File: config.mk
export PLATFORM = sky130hd
export DESIGN_NAME = mux_sel_ctrl
export DESIGN_NICKNAME = d
export VERILOG_FILES = /design/src/rtl/mux_pkg.sv /design/src/rtl/sync2.sv /design/src/rtl/mux_sel_ctrl.sv
export SDC_FILE = /design/constraint.sdc
export NUM_CORES = 1
export LEC_CHECK = 0
export CORE_ASPECT_RATIO = 1.1
export CORE_UTILIZATION = 55
export CTS_CLUSTER_DIAMETER = 100
export CTS_CLUSTER_SIZE = 12
export DETAILED_ROUTE_END_ITERATION = 10
export GPL_ROUTABILITY_DRIVEN = 1
export PLACE_DENSITY_LB_ADDON = 0.12
export SYNTH_ARGS = -nofsm -noshare
export SYNTH_HDL_FRONTEND = slang
export SYNTH_SLANG_ARGS = --single-unit
export TNS_END_PERCENT = 1
File: constraint.sdc
create_clock -name clk -period 6.1 [get_ports clk]
set_input_delay 0.61 -clock clk [delete_from_list [all_inputs] [get_ports clk]]
set_output_delay 0.61 -clock clk [all_outputs]
set_load 0.05 [all_outputs]
File: src/rtl/mux_pkg.sv
// Shared types and constants for the mux select control stage.
package mux_pkg;

  typedef enum logic [1:0] {
    STABLE   = 2'd0,
    DEBOUNCE = 2'd1,
    AUTO     = 2'd2
  } sel_state_e;

  localparam int DEBOUNCE_CYCLES_DEF = 4;
  localparam int PERIOD_W_DEF        = 8;
  localparam int DB_W                = 8;

endpackage

File: src/rtl/sync2.sv
// Two-flop synchroniser, parameterised width, sync active-high reset.
module sync2 #(
  parameter int W = 1
) (
  input  logic         clk,
  input  logic         rst,
  input  logic [W-1:0] d,
  output logic [W-1:0] q
);

  logic [W-1:0] meta;

  always_ff @(posedge clk) begin
    if (rst) begin
      meta <= '0;
      q    <= '0;
    end else begin
      meta <= d;
      q    <= meta;
    end
  end

endmodule

File: src/rtl/mux_sel_ctrl.sv
// Pin conditioning for the 2:1 mux: sync, select debounce, auto-toggle.
module mux_sel_ctrl
  import mux_pkg::*;
#(
  parameter int DEBOUNCE_CYCLES = DEBOUNCE_CYCLES_DEF,
  parameter int PERIOD_W        = PERIOD_W_DEF
) (
  input  logic                clk,
  input  logic                rst,
  input  logic                raw_sel,
  input  logic                raw_in0,
  input  logic                raw_in1,
  input  logic                auto_en,
  input  logic [PERIOD_W-1:0] period,
  output logic                sel,
  output logic                in0,
  output logic                in1,
  output logic                sel_chg,
  output logic [7:0]          toggle_cnt
);

  localparam logic [DB_W-1:0] DB_LAST = DB_W'(DEBOUNCE_CYCLES - 1);

  logic [3:0] sync_q;
  logic       sel_s;
  logic       auto_s;

  sync2 #(.W(4)) u_sync (
    .clk (clk),
    .rst (rst),
    .d   ({auto_en, raw_in1, raw_in0, raw_sel}),
    .q   (sync_q)
  );

  assign sel_s  = sync_q[0];
  assign in0    = sync_q[1];
  assign in1    = sync_q[2];
  assign auto_s = sync_q[3];

  sel_state_e          state, state_n;
  logic [DB_W-1:0]     db_cnt, db_n;
  logic [PERIOD_W-1:0] per_cnt, per_n;
  logic                sel_n;
  logic                chg_n;

  always_ff @(posedge clk) begin
    if (rst) begin
      state      <= STABLE;
      db_cnt     <= '0;
      per_cnt    <= '0;
      sel        <= 1'b0;
      sel_chg    <= 1'b0;
      toggle_cnt <= '0;
    end else begin
      state      <= state_n;
      db_cnt     <= db_n;
      per_cnt    <= per_n;
      sel        <= sel_n;
      sel_chg    <= chg_n;
      toggle_cnt <= toggle_cnt + {7'd0, chg_n};
    end
  end

  always_comb begin
    state_n = state;
    db_n    = db_cnt;
    per_n   = per_cnt;
    sel_n   = sel;
    chg_n   = 1'b0;
    unique case (state)
      STABLE: begin
        if (auto_s) begin
          state_n = AUTO;
          per_n   = '0;
        end else if (sel_s != sel) begin
          if (DEBOUNCE_CYCLES == 1) begin
            sel_n = ~sel;
            chg_n = 1'b1;
          end else begin
            state_n = DEBOUNCE;
            db_n    = DB_W'(1);
          end
        end
      end
      DEBOUNCE: begin
        if (auto_s) begin
          state_n = AUTO;
          per_n   = '0;
          db_n    = '0;
        end else if (sel_s == sel) begin
          state_n = STABLE;
          db_n    = '0;
        end else if (db_cnt == DB_LAST) begin
          state_n = STABLE;
          db_n    = '0;
          sel_n   = ~sel;
          chg_n   = 1'b1;
        end else begin
          db_n = db_cnt + DB_W'(1);
        end
      end
      AUTO: begin
        if (!auto_s) begin
          state_n = STABLE;
          per_n   = '0;
        end else if (period == '0) begin
          per_n = '0;
        end else if (per_cnt == period - PERIOD_W'(1)) begin
          // wraps through 2^PERIOD_W if period shrank below the count
          per_n = '0;
          sel_n = ~sel;
          chg_n = 1'b1;
        end else begin
          per_n = per_cnt + PERIOD_W'(1);
        end
      end
      default: begin
        state_n = STABLE;
        db_n    = '0;
        per_n   = '0;
      end
    endcase
  end

endmodule

======== Word-level counts from Yosys, hierarchy flattened ========
Index checks and enable logic that the tools add are counted.
word-level totals
  register bits ........................... 36
  input bits .............................. 14
  output and inout bits ................... 12
  word-level logic and storage cells ...... 71
operators by class
  add/subtract/negate cells ............... 4
  eq/ne operators ......................... 18
  muxes and demuxes ....................... 32
  bitwise logic cells ..................... 2
  reduce and logical (&&, ||, !) cells .... 7
operators by type and width
  cell                 number
  $mux 8               9
  $pmux 8 s3           1
  $add 8x1->8 const B  2
  $ne 2x2->1 const B   8
  $pmux 8 s2           1
  $mux 1               12
  $mux 2               6
  $add 8x1->8          1
  $eq 8x2->1 const B   1
  $eq 8x8->1           1
  $logic_not 8->1      1
  $sub 8x1->8 const B  1
  $reduce_and 7->1     1
  $pmux 2 s3           1
  $reduce_and 3->1     2
  $ne 2x1->1 const B   2
  $ne 4x3->1 const B   1
  $pmux 1 s2           2
  $ne 3x2->1 const B   1
  $eq 2x1->1 const B   1
  $eq 2x2->1 const B   1
  $logic_not 2->1      1
  $not 1->1            2
  $reduce_bool 2->1    1
  other kinds (3)      3

======== Logic depth before layout (Yosys ltp) ========
  word-level depth ........................ 7
  depth in mapped cells ................... 13
  depth with buffers taken out ............ 13

======== Modules after synthesis ========
A second synthesis with hierarchy kept.
second synthesis, totals
  cells, all modules ...................... 209
  area, all modules ....................... 1846.8 um2
modules (own cells, without submodules)
  module        times used  cells each  area each (um2)  sequential area each (um2)
  mux_sel_ctrl  1           193         1636.6           560.5
  sync2         1           16          210.2            160.2

======== Least setup slack after synthesis ========
Ideal clock, no wire load.
  kind .................................... input to register
  from .................................... input period[0]
  to ...................................... register toggle_cnt[5]
  library setup time ...................... 0.128 ns
  arrival ................................. 2.707 ns
  data required time ...................... 5.972 ns
  slack ................................... 3.265 ns
  stages .................................. 13
  path buffers ............................ 0
  cells stage by stage .................... inv_1 ha_1 nor2b_1 or3_1 a31o_1 nor3_1 nand3_1 a21oi_1 ha_1 and3_1 nand3_1 xor2_1 nor2_1
on the way
  longest elaborated chain between the ends .. 7
  elaborated cells between the ends (all ways) .. 8
  classes of those cells .................. add/sub (2); eq/ne (1); mux (4); reduce/logical (1)
RTL lines
  what                  RTL line             RTL
  from (decl)           mux_sel_ctrl.sv:14   input logic [PERIOD_W-1:0] period,
  $sub 8x1->8           mux_sel_ctrl.sv:108  end else if (per_cnt == period - PERIOD_W'(1)) begin
  $eq 8x8->1            mux_sel_ctrl.sv:108
  $mux 1                mux_sel_ctrl.sv:108
  $mux 1 (*)            mux_sel_ctrl.sv:106  end else if (period == '0) begin
  $mux 1 (*)            mux_sel_ctrl.sv:103  if (!auto_s) begin
  $pmux 1 s2 (*)        mux_sel_ctrl.sv:70   unique case (state)
  via chg_n             mux_sel_ctrl.sv:44   logic chg_n;
  $add 8x1->8 (*)       mux_sel_ctrl.sv:60   toggle_cnt <= toggle_cnt + {7'd0, chg_n};
  to (signal assigned)  mux_sel_ctrl.sv:60
  to (decl)             mux_sel_ctrl.sv:19   output logic [7:0] toggle_cnt
Mark *: on every way through the listed nets, which the timed path passes. The rest lies on a longest branch.
A chain may end at the register's enable or synchronous reset.

======== Worst setup path in the final report ========
Same ends and word-level chain as after synthesis.

==> implementation parameters <==
Parameter                              Value

Place
  Final Wtd Congestion ... 0.841
  Count of input and output buffers ... 25
  Detailed-placement wirelength estimate ... ~2800 µm

Critical path
  Highest fanout seen on the critical path ... 7
  Delay of the slowest cell on the worst path ... 0.57 ns
  Critical Path Sink ... toggle_cnt[5]
  Setup slack on the worst flop-to-flop path ... between 3 and 4 ns
  Startpoint class of the critical path ... primary input
  R2r startpoint ... per_cnt[6]
  Data arrival at the endpoint of the critical path ... 3.57 ns
  Reg-to-Reg End ... toggle_cnt[6]
  Cell with the largest stage delay on the worst path ... clkdlybuf4s50_1
  Worst setup startpoint ... period[0]
  CP cell instances ... clkdlybuf4s50_1 > inv_1 > ha_1 > nor2b_1 > or3_1 > a31o_1 > nor3_1 > nand3_1 > a21oi_1 > ha_1 > and3_1 > nand3_1 > xor2_1 > nor2_1
  Category of the critical setup timing path ... primary input to flop
  Path depth of the worst reg2reg path ... 11
  Kind of capture point of the worst setup path ... flop
  Critical path data required time ... 6.31 ns

Global routing
  Number of antenna violations at the first check in global routing ... 0
  GRT Util Overall ... ~22%
  Remaining global-route overflow ... 0
  Pin count of the biggest net entering global routing ... 26
  Vias in the first global route ... roughly 1,500
  Wire length of the first global-routing pass ... roughly 6500 µm

Timing
  Hold Violations, Final ... 0
  # setup viols final ... 0
  Setup skew after layout ... 0.00888 ns
  Final worst path period need ... around 3.4 ns
  Transition time of the tightest slew-check pin ... between 0.8 and 0.9 ns
  Final Cycle Share ... 55.0%
  Highest clock frequency the design can meet ... around 300 MHz
  Final Max Slew Viols ... 0
  Setup TNS ... 0 ns
  Max-slew headroom ... between 40% and 50%
  RSZ-0062 raised after global routing ... false

Detailed routing
  Residual antenna-violating net count after detailed routing ... 0
  Detailed Route WL ... 3740 µm
  Count of TritonRoute iterations in the first routing pass ... 4
  DRC violation count after routing ... 0
  WL/cell ... between 10 and 15 µm
  Post-detailed-route via-to-cell ratio ... ~5.4
  First DRT Iteration DRCs ... 79
  Total via count in the routed design ... 1,639

Yosys
  Number of nets in the synthesized netlist ... between 200 and 250
  Cell area after technology mapping ... 0.00196 mm²
  Post-synthesis share of cell area spent on full adders, half adders and majority gates ... 5.75%
  Area fraction in and, or, nand and nor cells after synthesis ... a little over 30%
  Count of mapped cells out of synthesis ... 224
  Share of flip-flops with an asynchronous set or reset after synthesis ... 0%
  Sequential cell area fraction in the yosys report ... 36.8%
  Most used DFF post-synth ... dfxtp_1
  Average footprint of a synthesized cell ... around 9 µm²
  Area fraction in compound gates after synthesis ... between 10% and 20%
  Main combinational cell family by area after synthesis ... simple AND/OR/NAND/NOR gates
  Number of enable flip-flop cells after synthesis ... 0
  Mux cell area share after synthesis ... under 10%
  Number of synthesized register bits ... 36
  Total of warnings raised by yosys ... 0
  Synth cell types ... 50
  Xor/xnor cell area share of the yosys netlist ... a little under an eighth

Cells and area
  Area growth from synthesis to layout ... 19.0%
  Share of final-layout standard cells stronger than drive strength 1 ... under 10%
  Number of inserted diodes ... 0
  Fin nets ... around 280
  Final Core Density ... a little over two thirds

Pwr
  Maximum VDD drop ... 0.000150 V
  Pint ... between 300 and 400 µW
  Switching Power ... approximately 110 µW
  Leakage ... ~0.00094 µW
  Sw frac ... around a quarter
  Combinational Power Share ... 11.6%
  Clock share of power ... a little over a third
  PD cells ... 198 mW/mm²
  Part of the power in registers ... 52.6%

Clock tree
  Post-cts resize count ... 0
  CTS Hold Bufs ... 0
  Clock transition at the register clock pins on the worst setup and hold paths after CTS ... about 0.11 ns
  Deepest clock path buffer count ... 2
  CTS Buf Count ... 5
  CTS H-tree lvls ... 2
  Clock network latency to the later pin of the worst-skew pair ... between 0.3 and 0.4 ns
  Root buf cell ... clkbuf_4
  CTS tree ... built
  Post-CTS Setup Bufs ... 0
  Number of sinks handled by clock tree synthesis ... 36

Die
  Width of the die ... roughly 59 µm
  Placeable core area ... 0.00336 mm²
  Initial Utilization ... 58.3%
  Row count ... 22
  Full die area ... about 0.0038 mm²
  Number of top-level design ports ... 26
  Overall die height ... between 60 and 70 µm

Worst hold path
  Classification of the worst-slack hold path ... flop to flop
  Critical hold path startpoint ... u_sync.meta[1]

Flow run
  # Max-Cap Violations ... 0

Outcome
  Run status ... completed
[cells by family after synthesis]
group                    Yosys count
AND/OR/NAND/NOR                  111
adder cells (fa/ha/maj)            9
buffers and inverters             15
AO/OA/AOI/OAI                     29
flip-flops                        36
multiplexers                       2
XOR/XNOR                          22
[area by class of cell]
class                   instances  area, µm²
repair buffers                 25        250
fillers                       299       1030
well taps                      48       60.1
clock buffers                   6       41.3
multi-input cells             173       1180
flip-flops and latches         36        721
inverters                      11       41.3
clock inverters                 2       35.0
[through the flow]
stage | std cells | power, µW | instance area (µm²) | hold WS (ns) | setup slack (ns)
final | 301 | 461 | 2330 | 0.448 | 2.74
after global placement | 293 | 301 | 2250 | 0.421 | 2.48
after global routing | 301 | 482 | 2330 | 0.463 | 2.50
after floorplan | 224 | 282 | 1960 | 0.414 | 3.27
after detailed placement | 293 | 301 | 2250 | 0.429 | 2.40
after CTS | 301 | 465 | 2330 | 0.455 | 2.75
[sequential cells by signal, indices dropped and copies added (netlist names)]
name,cells
per_cnt,8
db_cnt,8
u_sync.meta,4
sel_chg,1
sel,1
state,2
u_sync.q,4
toggle_cnt,8
[worst max-delay path: cells and delay by family]
| family | cells | cell delay (ns) |
|---|---|---|
| adders and majority gates | 2 | 0.45 |
| xor gates and xnor gates | 1 | 0.15 |
| and+or+nand+nor | 7 | 1.26 |
| AOI/OAI and AO/OA | 2 | 0.42 |
| buffers and inverters | 2 | 0.67 |
[synthesized netlist by cell type (2+ instances only)]
cell type / count / area [µm²]
o21ai_1: 3 / 15.0
nor3_1: 6 / 30.0
xnor2_1: 7 / 61.3
nor2_1: 30 / 113
and3_1: 5 / 31.3
and2_0: 2 / 12.5
or2_1: 3 / 18.8
inv_1: 11 / 41.3
nand3_1: 11 / 55.1
o221ai_1: 5 / 43.8
o21ai_0: 2 / 10.0
nand4_1: 6 / 37.5
a21oi_1: 2 / 10.0
clkbuf_1: 4 / 15.0
dfxtp_1: 36 / 721
a211oi_1: 2 / 15.0
xor2_1: 13 / 114
nor2b_1: 15 / 93.8
a41oi_1: 2 / 17.5
nand2_1: 19 / 71.3
ha_1: 9 / 113
a31oi_1: 3 / 18.8
[how the worst min path moves through the flow]
stage,endpoint,slack [ns],cells after the start
finish,u_sync.q[1],0.45,1
floorplan,u_sync.q[0],0.41,1
CTS,u_sync.q[0],0.45,1
detailed placement,u_sync.q[0],0.43,1
global route,u_sync.q[2],0.46,1
global placement,u_sync.q[3],0.42,1
[power by group through the flow]
stage	registers (µW)	logic [µW]	clock network [µW]
detailed placement	248	53.2	0
CTS	242	53.5	169
floorplan	249	32.8	0
global placement	248	53.0	0
finish	242	53.4	165
global route	243	59.0	180
[cells in the final DEF, fill, tap and decap left out, types with 2 or more instances in the layout]
master	instances
and3_1	5
o221ai_1	5
xor2_1	13
xnor2_1	7
nor2_1	30
o21ai_0	2
nor2b_1	15
dfxtp_1	36
clkbuf_4	5
or2_1	3
nand2_1	19
a21oi_1	2
a211oi_1	2
inv_1	11
nand4_1	6
a31oi_1	3
nand3_1	11
nor3_1	6
ha_1	9
and2_0	2
clkdlybuf4s50_1	25
o21ai_1	3
a41oi_1	2
[routing by layer]
layer  track usage, %  part of all wire (%)  vias to the layer above
met5                0                     0                        -
met3             4.79                   3.2                       11
li1                 -                     -                      838
met1             28.8                    47                      765
met4             10.1                   2.4                        0
met2             35.4                    48                       25
Note: power is estimated with default switching activity, not from simulation.
